--- config.mk ---
export PLATFORM = sky130hd
export DESIGN_NAME = seg7_scan_driver
export DESIGN_NICKNAME = d
export VERILOG_FILES = /design/src/rtl/seg7_pkg.sv /design/src/rtl/seg7_digit_lut.sv /design/src/rtl/seg7_scan_driver.sv
export SDC_FILE = /design/constraint.sdc
export NUM_CORES = 1
export LEC_CHECK = 0
export ABC_AREA = 1
export BUFFER_PORTS_ARGS = -buffer_cell sky130_fd_sc_hd__buf_2
export CORE_MARGIN = 1.5
export CORE_UTILIZATION = 54
export CTS_BUF_LIST = sky130_fd_sc_hd__clkbuf_16
export DETAILED_ROUTE_END_ITERATION = 6
export GPL_TIMING_DRIVEN = 1
export PLACE_DENSITY = 0.86
export SLEW_MARGIN = 20
export SYNTH_ARGS = -nofsm -noshare
export SYNTH_HDL_FRONTEND = slang
export SYNTH_SLANG_ARGS = --single-unit
--- constraint.sdc ---
create_clock -name clk -period 1.9 [get_ports clk]
set_input_delay 0.095 -clock clk [delete_from_list [all_inputs] [get_ports clk]]
set_output_delay 0.095 -clock clk [all_outputs]
set_load 0.01 [all_outputs]
--- src/rtl/seg7_pkg.sv ---
// Shared types, glyph constants and helper functions for the multiplexed 7-segment driver.
// Glyphs are active-high with bit 6 = segment a down to bit 0 = segment g.
package seg7_pkg;

    localparam logic [6:0] SEG_BLANK = 7'h00;
    localparam logic [6:0] SEG_DASH  = 7'h01;

    typedef enum logic [1:0] {
        ST_IDLE,
        ST_CONV,
        ST_COMMIT
    } state_t;

    function automatic logic [6:0] digit_to_seg(input logic [3:0] digit);
        logic [6:0] glyph;
        case (digit)
            4'd0:    glyph = 7'h7E;
            4'd1:    glyph = 7'h30;
            4'd2:    glyph = 7'h6D;
            4'd3:    glyph = 7'h79;
            4'd4:    glyph = 7'h33;
            4'd5:    glyph = 7'h5B;
            4'd6:    glyph = 7'h5F;
            4'd7:    glyph = 7'h70;
            4'd8:    glyph = 7'h7F;
            4'd9:    glyph = 7'h7B;
            default: glyph = SEG_BLANK;
        endcase
        return glyph;
    endfunction

    // Largest value representable with n decimal digits; n <= 8 keeps it within 27 bits.
    function automatic logic [31:0] pow10_m1(input int n);
        logic [31:0] p;
        p = 32'd1;
        for (int i = 0; i < n; i++) begin
            p = p * 32'd10;
        end
        return p - 32'd1;
    endfunction

endpackage

--- src/rtl/seg7_digit_lut.sv ---
// Combinational BCD nibble to active-high glyph lookup; nibbles 10-15 render blank.
module seg7_digit_lut
    import seg7_pkg::*;
(
    input  logic [3:0] digit,
    output logic [6:0] glyph
);

    always_comb begin
        glyph = digit_to_seg(digit);
    end

endmodule

--- src/rtl/seg7_scan_driver.sv ---
// Multi-digit 7-segment driver: sequential binary-to-BCD conversion (shift-add-3)
// feeding a free-running time-multiplexed scan with leading-zero blanking and overflow dashes.
module seg7_scan_driver
    import seg7_pkg::*;
#(
    parameter int DIGITS     = 4,
    parameter int WIDTH      = 14,
    parameter int SCAN_DIV   = 1000,
    parameter bit ACTIVE_LOW = 1'b1,
    parameter bit BLANK_LZ   = 1'b1
) (
    input  logic              clk,
    input  logic              rst,
    input  logic              load,
    input  logic [WIDTH-1:0]  value,
    output logic              busy,
    output logic              ovf,
    output logic [6:0]        seg,
    output logic [DIGITS-1:0] an
);

    localparam int BCD_W = 4 * DIGITS;
    localparam int CNT_W = $clog2(WIDTH + 1);
    localparam int PRE_W = (SCAN_DIV > 1) ? $clog2(SCAN_DIV) : 1;
    localparam int IDX_W = (DIGITS > 1) ? $clog2(DIGITS) : 1;

    localparam logic [31:0] MAX_DEC = pow10_m1(DIGITS);
    // Narrow inputs can never exceed the display range, so the compare is gated off entirely.
    localparam bit          OVF_REACHABLE = (64'(MAX_DEC) < ((64'd1 << WIDTH) - 64'd1));
    localparam logic [WIDTH:0] MAX_VAL = MAX_DEC[WIDTH:0];

    localparam logic [6:0]        SEG_OFF = ACTIVE_LOW ? ~SEG_BLANK : SEG_BLANK;
    localparam logic [DIGITS-1:0] AN_OFF  = ACTIVE_LOW ? {DIGITS{1'b1}} : {DIGITS{1'b0}};

    state_t             state_reg, state_next;
    logic [WIDTH-1:0]   bin_reg, bin_next;
    logic [BCD_W-1:0]   bcd_reg, bcd_next;
    logic [CNT_W-1:0]   cnt_reg, cnt_next;
    logic               ovf_pend_reg, ovf_pend_next;
    logic               ovf_reg, ovf_next;
    logic [BCD_W-1:0]   disp_reg, disp_next;
    logic [PRE_W-1:0]   pre_reg, pre_next;
    logic [IDX_W-1:0]   idx_reg, idx_next;
    logic [6:0]         seg_reg, seg_next;
    logic [DIGITS-1:0]  an_reg, an_next;

    logic               ovf_cap;
    logic [BCD_W-1:0]   bcd_adj;
    logic [DIGITS:0]    lz_chain;
    logic [DIGITS-1:0]  blank_mask;
    logic [3:0]         cur_digit;
    logic [6:0]         glyph_lut;
    logic [6:0]         glyph_sel;
    logic [DIGITS-1:0]  an_onehot;

    genvar gi;

    assign ovf_cap = OVF_REACHABLE && ({1'b0, value} > MAX_VAL);

    // Add-3 correction on every nibble that would carry past 9 after the next shift.
    generate
        for (gi = 0; gi < DIGITS; gi++) begin : g_adj
            assign bcd_adj[4*gi +: 4] = (bcd_reg[4*gi +: 4] >= 4'd5)
                                      ? bcd_reg[4*gi +: 4] + 4'd3
                                      : bcd_reg[4*gi +: 4];
        end
    endgenerate

    always_comb begin
        state_next    = state_reg;
        bin_next      = bin_reg;
        bcd_next      = bcd_reg;
        cnt_next      = cnt_reg;
        ovf_pend_next = ovf_pend_reg;
        ovf_next      = ovf_reg;
        disp_next     = disp_reg;
        case (state_reg)
            ST_IDLE: begin
                if (load) begin
                    bin_next      = value;
                    bcd_next      = '0;
                    cnt_next      = '0;
                    ovf_pend_next = ovf_cap;
                    state_next    = ST_CONV;
                end
            end
            ST_CONV: begin
                bcd_next = {bcd_adj[BCD_W-2:0], bin_reg[WIDTH-1]};
                bin_next = bin_reg << 1;
                cnt_next = cnt_reg + CNT_W'(1);
                if (cnt_reg == CNT_W'(WIDTH - 1)) begin
                    state_next = ST_COMMIT;
                end
            end
            ST_COMMIT: begin
                disp_next  = bcd_reg;
                ovf_next   = ovf_pend_reg;
                state_next = ST_IDLE;
            end
            default: begin
                state_next = ST_IDLE;
            end
        endcase
    end

    always_comb begin
        pre_next = pre_reg + PRE_W'(1);
        idx_next = idx_reg;
        if (pre_reg == PRE_W'(SCAN_DIV - 1)) begin
            pre_next = '0;
            idx_next = (idx_reg == IDX_W'(DIGITS - 1)) ? '0 : idx_reg + IDX_W'(1);
        end
    end

    // lz_chain[k] is set when digit k and every digit above it are zero.
    assign lz_chain[DIGITS] = 1'b1;
    generate
        for (gi = 0; gi < DIGITS; gi++) begin : g_blank
            assign lz_chain[gi]   = lz_chain[gi+1] && (disp_reg[4*gi +: 4] == 4'd0);
            assign blank_mask[gi] = BLANK_LZ && (gi != 0) && lz_chain[gi];
        end
    endgenerate

    assign cur_digit = disp_reg[{idx_reg, 2'b00} +: 4];

    seg7_digit_lut u_lut (
        .digit (cur_digit),
        .glyph (glyph_lut)
    );

    always_comb begin
        glyph_sel = glyph_lut;
        if (ovf_reg) begin
            glyph_sel = SEG_DASH;
        end else if (blank_mask[idx_reg]) begin
            glyph_sel = SEG_BLANK;
        end
        an_onehot          = '0;
        an_onehot[idx_reg] = 1'b1;
        seg_next = ACTIVE_LOW ? ~glyph_sel : glyph_sel;
        an_next  = ACTIVE_LOW ? ~an_onehot : an_onehot;
    end

    always_ff @(posedge clk or posedge rst) begin
        if (rst) begin
            state_reg    <= ST_IDLE;
            bin_reg      <= '0;
            bcd_reg      <= '0;
            cnt_reg      <= '0;
            ovf_pend_reg <= 1'b0;
            ovf_reg      <= 1'b0;
            disp_reg     <= '0;
            pre_reg      <= '0;
            idx_reg      <= '0;
            seg_reg      <= SEG_OFF;
            an_reg       <= AN_OFF;
        end else begin
            state_reg    <= state_next;
            bin_reg      <= bin_next;
            bcd_reg      <= bcd_next;
            cnt_reg      <= cnt_next;
            ovf_pend_reg <= ovf_pend_next;
            ovf_reg      <= ovf_next;
            disp_reg     <= disp_next;
            pre_reg      <= pre_next;
            idx_reg      <= idx_next;
            seg_reg      <= seg_next;
            an_reg       <= an_next;
        end
    end

    assign busy = (state_reg != ST_IDLE);
    assign ovf  = ovf_reg;
    assign seg  = seg_reg;
    assign an   = an_reg;

endmodule
# Word level (Yosys, flattened, before mapping)

Memories as Yosys holds them, arrays and structs flattened.
Cells that the tools add are included.

Add/subtract/negate cells: 7
Multipliers: 0
Divide/modulo/power cells: 0
Order comparisons: 7
Equal/unequal tests: 7
Shifts and indexed selects: 1
Mux-type cells: 21
Bitwise gates (word level): 2
Reductions and logical operators: 12

Operators by type and width:

| kind                                                 | count |
|---|---|
| case mux 16 bit (2 select lines)                     | 1 |
| case mux 14 bit (2 select lines)                     | 1 |
| >= comparator 4 x 3 -> 1 bit (second input constant) | 4 |
| two-way mux 16 bit                                   | 1 |
| two-way mux 4 bit                                    | 4 |
| indexed part select 16 x 5 -> 4 bit                  | 1 |
| > comparator 14 bit (second input constant)          | 1 |
| two-way mux 14 bit                                   | 1 |
| two-way mux 7 bit                                    | 2 |
| adder 4 x 2 -> 4 bit (second input constant)         | 3 |
| zero test 4 bit                                      | 3 |
| adder 10 x 1 -> 10 bit (second input constant)       | 1 |
| equality test 10 bit (second input constant)         | 1 |
| two-way mux 10 bit                                   | 1 |
| case mux 4 bit (2 select lines)                      | 1 |
| inverter 7 bit                                       | 1 |
| two-way mux 2 bit                                    | 3 |
| AND reduction 2 bit                                  | 3 |
| adder 4 x 1 -> 4 bit (second input constant)         | 1 |
| equality test 2 bit (second input constant)          | 2 |
| equality test 4 bit (second input constant)          | 1 |
| inequality test 2 bit (second input constant)        | 2 |
| inverter 4 bit                                       | 1 |
| case mux 2 bit (2 select lines)                      | 1 |
| other kinds (12)                                     | 16 |

Register bits after elaboration: 77
Latch bits: 0
RAM bits: 0
ROM bits: 112
Input bits: 17
Output and inout port bits: 13
Memories: 1

Memories:

| name             | words | bits a word | read ports | clocked after memory_dff | write ports | RTL line       | text |
|---|---|---|---|---|---|---|---|
| (name not given) | 16    | 7           | 1          | 0                        | 0           | seg7_pkg.sv:16 | `case (digit)` |

# Logic depth before layout (Yosys ltp)

Gate-level depths: netlist of the first run.

Word-level depth: 8
Depth in mapped cells: 11
Mapped depth without buffers: 10

# By module

From an unflattened synthesis of the first run, not the netlist that was laid out.

Cell total of the unflattened synthesis: 444
Area total of the unflattened synthesis: 3903.7 um2

By module, submodules not included:

| module           | times used | cells each | area an instance (um2) | seq. area each (um2) |
|---|---|---|---|---|
| seg7_scan_driver | 1          | 405        | 3693.5                 | 1940.6 |
| seg7_digit_lut   | 1          | 39         | 210.2                  | 0.0 |

# Worst setup path after synthesis of the first run

OpenSTA, ideal clock, no wires.

Path kind: register -> register
Start: register idx_reg[0]
End: register seg_reg[1] (netlist: seg[1])
Library setup time: 0.089 ns
Data arrival time: 1.388 ns
Required time: 1.811 ns
Setup slack: 0.422 ns
Cell stages (with the launch flop): 10
Clock period less this slack: 1.478 ns
Path through: dfrtp_1 buf_4 nand2_1 nand3_1 nand2_1 inv_1 ha_1 nand3b_1 nand3_1 nand4_1

Longest elaborated chain between the ends: 5
Elaborated cells on any way between the ends: 7
Those cells by class: shift: 1; mux: 4; bitwise: 1; memory: 1

RTL lines:

| what                                                                                          | RTL line                                         | text |
|---|---|---|
| start: declaration                                                                            | seg7_scan_driver.sv:43                           | `logic [IDX_W-1:0] idx_reg, idx_next;` |
| start signal: assignment                                                                      | seg7_scan_driver.sv:166                          | `idx_reg <= idx_next;` |
| indexed part select 16 x 5 -> 4 bit or binary-select mux 1 bit (select 2 bit) (tied branches) | seg7_scan_driver.sv:124, seg7_scan_driver.sv:135 |  |
| memory read (16 x 7 bit) or two-way mux 1 bit (tied branches)                                 | n/a                                              |  |
| two-way mux 7 bit (*)                                                                         | seg7_scan_driver.sv:135                          | `end else if (blank_mask[idx_reg]) begin` |
| two-way mux 7 bit (*)                                                                         | seg7_scan_driver.sv:133                          | `if (ovf_reg) begin` |
| inverter 7 bit (*)                                                                            | seg7_scan_driver.sv:140                          | `seg_next = ACTIVE_LOW ? ~glyph_sel : glyph_sel;` |
| net seg_next[1]                                                                               | seg7_scan_driver.sv:44                           | `logic [6:0] seg_reg, seg_next;` |
| end signal: assignment                                                                        | seg7_scan_driver.sv:167                          | `seg_reg <= seg_next;` |
| end: declaration                                                                              | seg7_scan_driver.sv:44                           |  |

Mark *: on every way through the listed nets, which the timed path passes. The rest lies on a longest branch. The select of a mux whose other input is x is not followed.
A chain may end at the register's enable or synchronous reset.

# Final worst setup path of the first run

Start: register idx_reg[1]
End: register seg_reg[1] (netlist: seg[1])

Same word-level chain as after synthesis.

==> metrics.md, run 1 <==
| Metric | Value |
|---|---|
| Final Net Count | 518 |
| Crit-path slowest cell | dfrtp_1 |
| Crit path required time | 2.15 ns |
| Ant. Diodes | 0 |
| Post-synth top area share | 0.434 |
| Max Transition Viols Final | 0 |
| H-tree levels | 3 |
| Core area | 6790 sq um |
| Routed WL per cell | 12.7 microns |
| F_max | 0.582 GHz |
| Syn_area_per_cell | 8.57 sq um |
| Clock sinks | 77 |
| Max FO, Critical Path | 9 |
| Met2 WL | 3770 microns |
| Pre-antenna DRT Iters | 5 |
| R2r setup slk | 0.18 ns |
| CTS max path bufs | 2 |
| Setup Buffers After CTS | 0 |
| Top FF cell, synth | dfrtp_1 |
| Hold Fails Final Rpt | 0 |
| CP peak stage delay | 0.49 ns |
| Hold Crit Depth | 3 |
| Startpoint Class | flop |
| Wl on met1 | 3220 microns |
| Post-synth top area cell | dfrtp_1 |
| Critical Path Most Common Cell | nand3_1 |
| Synth Warn # | 0 |
| Maximum vdd drop | 0.822 mV |
| HPWL Detailed | 5100 microns |
| Hold_ws | 0.00685 ns |
| Top cells by area, synth | dfrtp_1, nand2_1, dfstp_2 |
| Max Cap Viol | 0 |
| Crit-path cells | inv_2 > nand3_1 > nand2_1 > inv_1 > ha_1 > nand3b_1 > nand3_1 > nand4_1 |
| Starting DRT DRC Count | 186 |
| Total Wirelength | 7410 microns |
| Global-route wire length before repair | 12600 microns |
| Post-route ant nets | 0 |
| Post-synthesis cell type count | 32 |
| Site Rows | 30 |
| Die X | 87.0 microns |
| Clock latency on the worst-skew pair | 0.33 ns |
| DIE HEIGHT | 87.0 microns |
| Tcrit/Tclk final | 0.905 |
| Clock Root Buffer | clkbuf_16 |
| Port bufs | 29 |
| Largest net degree at the start of global routing | 55 |
| Max Clock Skew | 0.00742 ns |
| Worst Path Arrival | 1.97 ns |
| Clk pin slew, worst setup/hold paths | 0.06 ns |
| Vias | 3044 |
| RSZ-0062 raised after global routing | false |
| Ports | 30 |
| Simple-gate area share of the yosys netlist | 0.215 |
| Final min period | 1.72 ns |
| Mux cell area share after synthesis | 0 |
| Largest family of logic cells by synthesized area | simple AND/OR/NAND/NOR gates |
| Worst Setup End Kind | flop |
| GPL Wtd Cong | 0.970 |
| Reg2reg end | seg[1]$_DFF_PP1_ |
| Met3 WL | 270 microns |
| Highest routed metal layer | met4 |
| Synthesized Nets | 481 |
| Grt total ovfl | 0 |
| Hold path endpoint | bin_reg[6]$_DFFE_PP0P_ |
| Post-route DRC violation count | 0 |
| Setup TNS | 0 ns |
| Final setup viols | 0 |
| CTS tree | done |
| Mapped Cells | 444 |
| Status | finished clean |
| PwrDens | 1590 nW/um^2 |
| CTS buffer count | 9 |
| Layout area overhead | 15.7% |
| GRT Util Overall | 0.214 |
| EDFF count, synth | 0 |
| Post-synthesis compound-gate area fraction | 0.120 |
| Tightest Hold Check Type | in -> reg |
| Least-Margin Pin Slew | 0.936 ns |
| Rel. slew slack | 0.376 |
| Post-Synthesis Cell Area | 3810 sq um |
| Synth Area in Adders | 0.0657 |
| Ys async rst share | 1.00 |
| Starting density of the core | 0.560 |
| Yosys reg bits | 77 |
| Hold path start | value[6] |
| Cells on worst reg2reg path | 8 |
| Share of cells above drive strength 1 | 0.158 |
| Full die area | 7560 sq um |
| Leakage | 2.16 nW |
| CP Class | reg -> reg |
| Vias in the first global route | 2900 |
| FF-to-FF Start | idx_reg[1]$_DFFE_PP0N_ |
| Initial antenna violation count | 0 |
| Vias per cell | 5.23 |
| Synth Area in XOR/XNOR | 0.0138 |
| Sequential area share after synthesis | 0.510 |
-- critical path, delay by kind of cell (launching register included) --
| family | cells | cell delay [ns] |
|---|---|---|
| AND/OR/NAND/NOR | 5 | 0.64 |
| flip-flops | 1 | 0.49 |
| buffers and inverters | 2 | 0.30 |
| adder cells (fa/ha/maj) | 1 | 0.20 |
-- Yosys cell counts (all sizes together) (6+ instances only) --
library cell	instances
nand2	114
dfrtp	66
inv	58
o21ai	47
nand3	30
nor2	30
ha	20
a21oi	17
dfstp	11
o22ai	11
buf	10
nand4	6
-- power by group --
group          internal [mW]  leakage (nW)  switching (mW)  total, mW
Sequential              2.27         0.933           0.390       2.66
Combinational          0.938          1.07            1.60       2.54
Clock                   1.14         0.151           0.643       1.79
Total                   4.35          2.16            2.63       6.98
-- layer usage --
metal	vias to the layer above	GRT usage
met4	0	0.103
met5	-	0
li1	1520	-
met1	1429	0.267
met2	78	0.357
met3	17	0.0445
-- worst max-delay path by stage --
stage                            from          endpoint  slack [ns]  cells after the start
2_1_floorplan  idx_reg[0]$_DFFE_PP0N_  seg[1]$_DFF_PP1_        0.42                      9
3_3_place_gp   idx_reg[0]$_DFFE_PP0N_  seg[1]$_DFF_PP1_        0.36                      9
3_5_place_dp   idx_reg[1]$_DFFE_PP0N_  seg[1]$_DFF_PP1_        0.22                      8
4_1_cts        idx_reg[1]$_DFFE_PP0N_  seg[1]$_DFF_PP1_        0.19                      8
5_1_grt        idx_reg[1]$_DFFE_PP0N_  seg[1]$_DFF_PP1_        0.07                      8
6_report       idx_reg[1]$_DFFE_PP0N_  seg[1]$_DFF_PP1_        0.18                      8
-- layout by cell type, fill, tap and decap left out, types with 2 or more instances in the layout --
cell type / n
a21oi_2: 2
clkinvlp_4: 2
buf_2: 29
xor2_1: 5
o211ai_1: 4
nand4_1: 6
inv_2: 6
dlygate4sd3_1: 4
clkbuf_16: 9
ha_1: 20
clkinv_1: 2
nand2_4: 2
nor3_1: 5
o22ai_1: 11
dfstp_2: 11
nor2_2: 2
nand2_2: 5
a21oi_1: 15
or2_1: 2
nand2_1: 107
nor2_1: 28
buf_4: 3
o21ai_1: 6
nand3b_1: 2
o21ai_0: 41
bufinv_16: 2
nand3_1: 29
inv_1: 51
dfrtp_1: 66
-- metrics by stage --
step                std cells  power, mW  utilization  area, sq um  setup slack, ns
global placement          562       4.99        0.596         4050            0.365
finish                    582       6.98        0.648         4400            0.181
detailed placement        562       5.19        0.596         4050            0.225
global route              582       7.56        0.648         4400           0.0714
CTS                       582       7.01        0.648         4400            0.189
floorplan                 444       4.53            -         3810            0.422
-- cells by family (layout without fill, tap and decap cells) --
logic type               after synthesis  count (layout)
AND/OR/NAND/NOR                      189             189
AO/OA/AOI/OAI                         83              83
flip-flops                            77              77
buffers and inverters                 69             111
adder cells (fa/ha/maj)               20              20
XOR/XNOR                               6               6
-- layout make-up --
cell class	instances	area (sq um)
fillers	528	2390
flip-flops and latches	77	1940
multi-input cells	298	1580
repair buffers	37	228
clock buffers	9	225
inverters	58	221
well taps	96	120
clock inverters	7	88.8
-- what timing repair did --
item | in CTS | in global routing
hold buffers | 4 | 0
resized for setup | 0 | 0
hold endpoints to repair | 15 | 0
Power figures use the tool's default switching activity.
==> run 2: changes to the inputs <==
Clock period 1.9 ns to 1.5 ns, I/O delays scaled along.
==> metrics.md, run 2 (synthesized netlist as in run 1, its figures left out) <==
| Metric | Value |
|---|---|
| Status | finished clean |
| Vias | 3208 (+5.4%) |
| Port bufs | 29 (unchanged) |
| Psw | 3.68 mW (+40%) |
| Combinational share of power | 0.386 (+0.023) |
| Die X | 87.0 microns (unchanged) |
| Ant. Diodes | 0 (unchanged) |
| Crit path required time | 1.76 ns (-0.39 ns) |
| Leakage | 2.26 nW (+4.6%) |
| R2r setup slk | 0.05 ns (-0.13 ns) |
| Layout area overhead | 22.1% |
| CTS max path bufs | 2 (unchanged) |
| CTS buffer count | 9 (unchanged) |
| Total Wirelength | 8400 microns (+13%) |
| Critical path buffer and inverter count | 2 (unchanged) |
| Crit-path cells | buf_6 > nand2_2 > nand3_2 > nand2_4 > inv_2 > ha_2 > nand3b_1 > nand3_1 > nand4_1 |
| H-tree levels | 3 (unchanged) |
| Crit path capture | seg[1]$_DFF_PP1_ |
| CP Class | reg -> reg |
| Worst Setup End Kind | flop |
| Routed WL per cell | 13.9 microns (+9.1%) |
| Seq pwr share | 0.368 (-0.013) |
| Net Sw Frac | 0.399 (+0.0228) |
| Ports | 30 (unchanged) |
| Pre-antenna DRT Iters | 5 (unchanged) |
| Post-route ant nets | 0 (unchanged) |
| Tcrit/Tclk final | 0.965 (+0.0598) |
| Vias in the first global route | 3053 (+5.3%) |
| Core area | 6790 sq um (unchanged) |
| HPWL Detailed | 5310 microns (+4.2%) |
| Clock Root Buffer | clkbuf_16 |
| Startpoint Class | flop |
| Max Transition Viols Final | 0 (unchanged) |
| Pre-CTS WS | -0.0518 ns (-0.277 ns) |
| Most common cell after layout, fill and taps aside | nand2_1 |
| Internal | 5.54 mW (+27%) |
| Hold Fails Final Rpt | 0 (unchanged) |
| Least-Margin Pin Slew | 0.390 ns (-0.545 ns) |
| GPL Wtd Cong | 0.851 (-12%) |
| Vias per cell | 5.30 (+1.4%) |
| Initial antenna violation count | 0 (unchanged) |
| Multi-input logic area | 1640 sq um (+4.0%) |
| Clock sinks | 77 (unchanged) |
| Commonest cells after routing, fill and taps aside | nand2_1, dfrtp_1, inv_1 |
| Starting density of the core | 0.560 (unchanged) |
| PwrDens | 1980 nW/um^2 (+25%) |
| Rel. slew slack | 0.740 (+0.364) |
| Crit-path slowest cell | dfrtp_2 |
| Setup TNS | 0 ns (unchanged) |
| Max Clock Skew | 0.0126 ns (+0.00514 ns) |
| Site Rows | 30 (unchanged) |
| Clock latency on the worst-skew pair | 0.35 ns (+0.02 ns) |
| Max Cap Viol | 0 (unchanged) |
| Post-placement cell area | 4120 sq um (+1.9%) |
| Final setup viols | 0 (unchanged) |
| Cells on worst reg2reg path | 9 (+1) |
| WP depth | 9 (+1) |
| Worst Setup SP | idx_reg[0]$_DFFE_PP0N_ |
| Delay-heaviest family, CP | simple AND/OR/NAND/NOR gates |
| Clock share of power | 0.246 (-0.010) |
| FF/Latch Area | 1940 sq um (+0.13%) |
| Starting DRT DRC Count | 195 (+4.8%) |
| Global-route wire length before repair | 13700 microns (+8.7%) |
| Finished Cell Area | 4650 sq um (+5.6%) |
| Share of cells above drive strength 1 | 0.244 (+0.0852) |
| FF-to-FF Start | idx_reg[0]$_DFFE_PP0N_ |
| Worst Path Arrival | 1.71 ns (-0.26 ns) |
| Post-route DRC violation count | 0 (unchanged) |
| Clk pin slew, worst setup/hold paths | 0.07 ns (about the same) |
| GRT Util Overall | 0.233 (+0.0187) |
| Maximum vdd drop | 1.48 mV (+80%) |
| Reg2reg end | seg[1]$_DFF_PP1_ |
| Largest net degree at the start of global routing | 78 (+42%) |
| Max FO, Critical Path | 8 (-1) |
| F_max | 0.691 GHz (+19%) |
| Final min period | 1.45 ns (-0.272 ns) |
| CP peak stage delay | 0.44 ns (-0.05 ns) |
| DIE HEIGHT | 87.0 microns (unchanged) |
| Slack of the critical path | 0.0529 ns (-0.128 ns) |
| Full die area | 7560 sq um (unchanged) |
| RSZ-0062 raised after global routing | true |
| Grt total ovfl | 0 (unchanged) |
| Tightest Hold Check Type | in -> reg |
| Fillers | 490 (-7.2%) |
| CTS tree | done |
| Final Net Count | 541 (+4.4%) |
run 2: worst min-delay path by stage:
stage,end,cells past startpoint,slack (ns),start
3_3_place_gp,pre_reg[1]$_DFF_PP0_,3,0.21,rst
2_1_floorplan,bin_reg[9]$_DFFE_PP0P_,2,0.21,value[9]
3_5_place_dp,pre_reg[0]$_DFF_PP0_,3,0.22,rst
6_report,bin_reg[2]$_DFFE_PP0P_,3,0.01,value[2]
5_1_grt,bin_reg[3]$_DFFE_PP0P_,3,0.02,value[3]
4_1_cts,bin_reg[3]$_DFFE_PP0P_,3,0.01,value[3]
run 2: routing by layer:
layer,vias to the layer above,GRT usage,share of wire
li1,1567,-,-
met4,0,0.113,0.024
met2,85,0.405,0.52
met3,21,0.0445,0.040
met5,-,0,0
met1,1535,0.277,0.41
run 2: power groups by stage:
stage          Combinational [mW]  Sequential [mW]  Clock [mW]
6_report                     3.55             3.39        2.27
3_3_place_gp                 3.02             3.36           0
3_5_place_dp                 3.23             3.40           0
5_1_grt                      4.03             3.47        2.37
4_1_cts                      3.30             3.38        2.26
2_1_floorplan                2.43             3.31           0
run 2: timing repair:
item / 4_1_cts / 5_1_grt
endpoints found under the setup margin: 6 / 14
hold endpoints to repair: 71 / 0
hold buffers: 6 / 0
gates resized for setup: 8 / 23
setup buffers: 3 / 8
pin swaps: 1 / 7
run 2: cell type report:
type,instances,area share
repair buffers,60,0.0888
inverters,58,0.0482
flip-flops and latches,77,0.418
clock buffers,9,0.0485
clock inverters,7,0.0175
well taps,96,0.0258
multi-input cells,298,0.353
run 2: metrics by stage:
step	util	total power, mW	hold WS (ns)	cells
final	0.684	9.22	0.0126	605
after global routing	0.684	9.87	0.0217	605
after CTS	0.666	8.95	0.0141	597
after detailed placement	0.607	6.64	0.218	572
after global placement	0.607	6.39	0.214	572
after floorplan	-	5.74	0.208	444
run 2: worst min-delay path, stage by stage:
cell and delay [ns]:
buf_2 0.07, o22ai_1 0.06, a21oi_1 0.11
==> run 3: changes to the inputs <==
Settings changed: REMOVE_ABC_BUFFERS set to 1, TNS_END_PERCENT set to 30.
==> metrics.md, run 3 (synthesized netlist as in run 1, its figures left out) <==
| Metric | Value |
|---|---|
| Post-route ant nets | 0 (unchanged) |
| Startpoint Class | flop |
| Delay-heaviest family, CP | simple AND/OR/NAND/NOR gates |
| Starting DRT DRC Count | 186 (-4.6%) |
| Ports | 30 (unchanged) |
| GPL Wtd Cong | 0.834 (-2.0%) |
| Multi-input logic area | 1700 sq um (+3.4%) |
| Starting density of the core | 0.560 (unchanged) |
| Global-route wire length before repair | 12900 microns (-5.7%) |
| Maximum vdd drop | 1.33 mV (-10%) |
| Status | finished with violations |
| Most common cell after layout, fill and taps aside | nand2_1 |
| DIE HEIGHT | 87.0 microns (unchanged) |
| Pre-antenna DRT Iters | 4 (-1) |
| CP Class | reg -> reg |
| Failing checks | setup timing |
| Least-Margin Pin Slew | 0.352 ns (-0.0381 ns) |
| Max FO, Critical Path | 6 (-2) |
| Final setup viols | 1 (+1) |
| Total Wirelength | 7620 microns (-9.3%) |
| GRT Util Overall | 0.219 (-0.0142) |
| Placed cell count | 576 (+0.70%) |
| Max Transition Viols Final | 0 (unchanged) |
| Port bufs | 29 (unchanged) |
| Rel. slew slack | 0.765 (+0.0250) |
| Die X | 87.0 microns (unchanged) |
| Site Rows | 30 (unchanged) |
| Slack of the critical path | -0.0170 ns (-0.0699 ns) |
| Critical path buffer and inverter count | 3 (+1) |
| Hold Fails Final Rpt | 0 (unchanged) |
| Tightest Hold Check Type | in -> reg |
| Max Clock Skew | 0.00632 ns (-0.00624 ns) |
| Clock Root Buffer | clkbuf_16 |
| Leakage | 2.27 nW (+0.61%) |
| Vias | 3122 (-2.7%) |
| Final min period | 1.52 ns (+0.0699 ns) |
| Fillers | 479 (-2.2%) |
| Vias in the first global route | 3031 (-0.72%) |
| PwrDens | 1910 nW/um^2 (-3.9%) |
| Ant. Diodes | 0 (unchanged) |
| Setup TNS | -0.0170 ns (-0.0170 ns) |
| RSZ-0062 raised after global routing | true |
| Crit path required time | 1.74 ns (-0.02 ns) |
| Final Net Count | 541 (unchanged) |
| Vias per cell | 5.16 (-2.7%) |
| FF/Latch Area | 1940 sq um (unchanged) |
| Largest net degree at the start of global routing | 41 (-47%) |
| Clock latency on the worst-skew pair | 0.33 ns (-0.02 ns) |
| Core area | 6790 sq um (unchanged) |
| Grt total ovfl | 0 (unchanged) |
| CTS tree | done |
| Worst Path Arrival | 1.76 ns (+0.05 ns) |
| Crit-path slowest cell | dfrtp_2 |
| Routed WL per cell | 12.6 microns (-9.3%) |
| HPWL Detailed | 5150 microns (-3.1%) |
| CP peak stage delay | 0.46 ns (+0.02 ns) |
| H-tree levels | 3 (unchanged) |
| Layout area overhead | 22.6% |
| CTS max path bufs | 2 (unchanged) |
| Clk pin slew, worst setup/hold paths | 0.06 ns (about the same) |
| Post-placement cell area | 4150 sq um (+0.64%) |
| Post-route DRC violation count | 0 (unchanged) |
| Share of cells above drive strength 1 | 0.246 (+0.00196) |
| Tcrit/Tclk final | 1.01 (+0.0466) |
| F_max | 0.659 GHz (-4.6%) |
| Fin cells | 605 (unchanged) |
| Max Cap Viol | 0 (unchanged) |
| Worst Setup End Kind | flop |
| Full die area | 7560 sq um (unchanged) |
| Critical Path Most Common Cell | nand2_1 |
| Finished Cell Area | 4670 sq um (+0.38%) |
| Initial antenna violation count | 0 (unchanged) |
| Clock sinks | 77 (unchanged) |
| Commonest cells after routing, fill and taps aside | nand2_1, dfrtp_1, inv_1 |
| Crit-path cells | inv_4 > nand2_1 > nand3_2 > nand2_4 > inv_2 > ha_1 > inv_1 > nand2_1 > nand3_1 > nand4_1 |
| CTS buffer count | 9 (unchanged) |
## run 3: changes by cell type in the layout (fill, tap and decap cells not counted), sizes merged
cell / delta
clkinv: +5
clkinvlp: -2
buf: -1
bufinv: -1
inv: -1
## run 3: report_power, final
part           internal [mW]  switching (mW)
combinational           1.41            2.12
sequential              2.88           0.502
clock                   1.12           0.850
## run 3: per-layer routing
layer	wire length, microns	GRT usage
met5	0	0
met1	3320	0.256
met4	119	0.0865
met2	3910	0.389
met3	269	0.0483
## run 3: layout make-up
type                            count  area share
Clock buffer                        9      0.0483
Clock inverter                      7      0.0107
Inverter                           58      0.0472
Multi-Input combinational cell    298       0.364
Sequential cell                    77       0.416
Tap cell                           96      0.0257
Timing Repair Buffer               59      0.0861
Timing Repair inverter              1     0.00161
## run 3: repair_timing
action / 4_1_cts / 5_1_grt
gates cloned: 1 / 0
pin swaps: 0 / 8
buffers inserted: 0 / 6
gates resized for setup: 4 / 34
setup endpoints to repair: 4 / 17
hold buffers: 6 / 0
hold endpoints to repair: 18 / 0
## run 3: worst paths after layout
kind | startpoint | end | depth (start not counted) | slack (ns)
max in group asynchronous | rst | an[1]$_DFF_PP1_ | 4 | 0.69
setup reg to reg | idx_reg[0]$_DFFE_PP0N_ | seg[6]$_DFF_PP1_ | 10 | -0.02
hold / removal | value[13] | bin_reg[13]$_DFFE_PP0P_ | 3 | 0.02
setup / recovery | idx_reg[0]$_DFFE_PP0N_ | seg[6]$_DFF_PP1_ | 10 | -0.02
hold reg to reg | bin_reg[6]$_DFFE_PP0P_ | bin_reg[6]$_DFFE_PP0P_ | 2 | 0.48
min in group asynchronous | rst | disp_reg[9]$_DFFE_PP0N_ | 3 | 0.25
## run 3: stage by stage
stage / util / power (mW) / hold WS, ns / setup WS, ns
finish: 0.687 / 8.89 / 0.0232 / -0.0170
global route: 0.687 / 9.63 / 0.0456 / -0.117
CTS: 0.662 / 8.66 / 0.0141 / 0.00839
detailed placement: 0.611 / 6.64 / 0.0645 / -0.0279
global placement: 0.611 / 6.44 / 0.0664 / 0.0543
floorplan: - / 5.67 / 0.208 / -0.523
## run 3: worst min-delay path, delay by kind of cell
| kind | cells | cell delay (ns) |
|---|---|---|
| AO/OA/AOI/OAI | 1 | 0.09 |
| buffers and inverters | 1 | 0.08 |
| AND/OR/NAND/NOR | 1 | 0.07 |
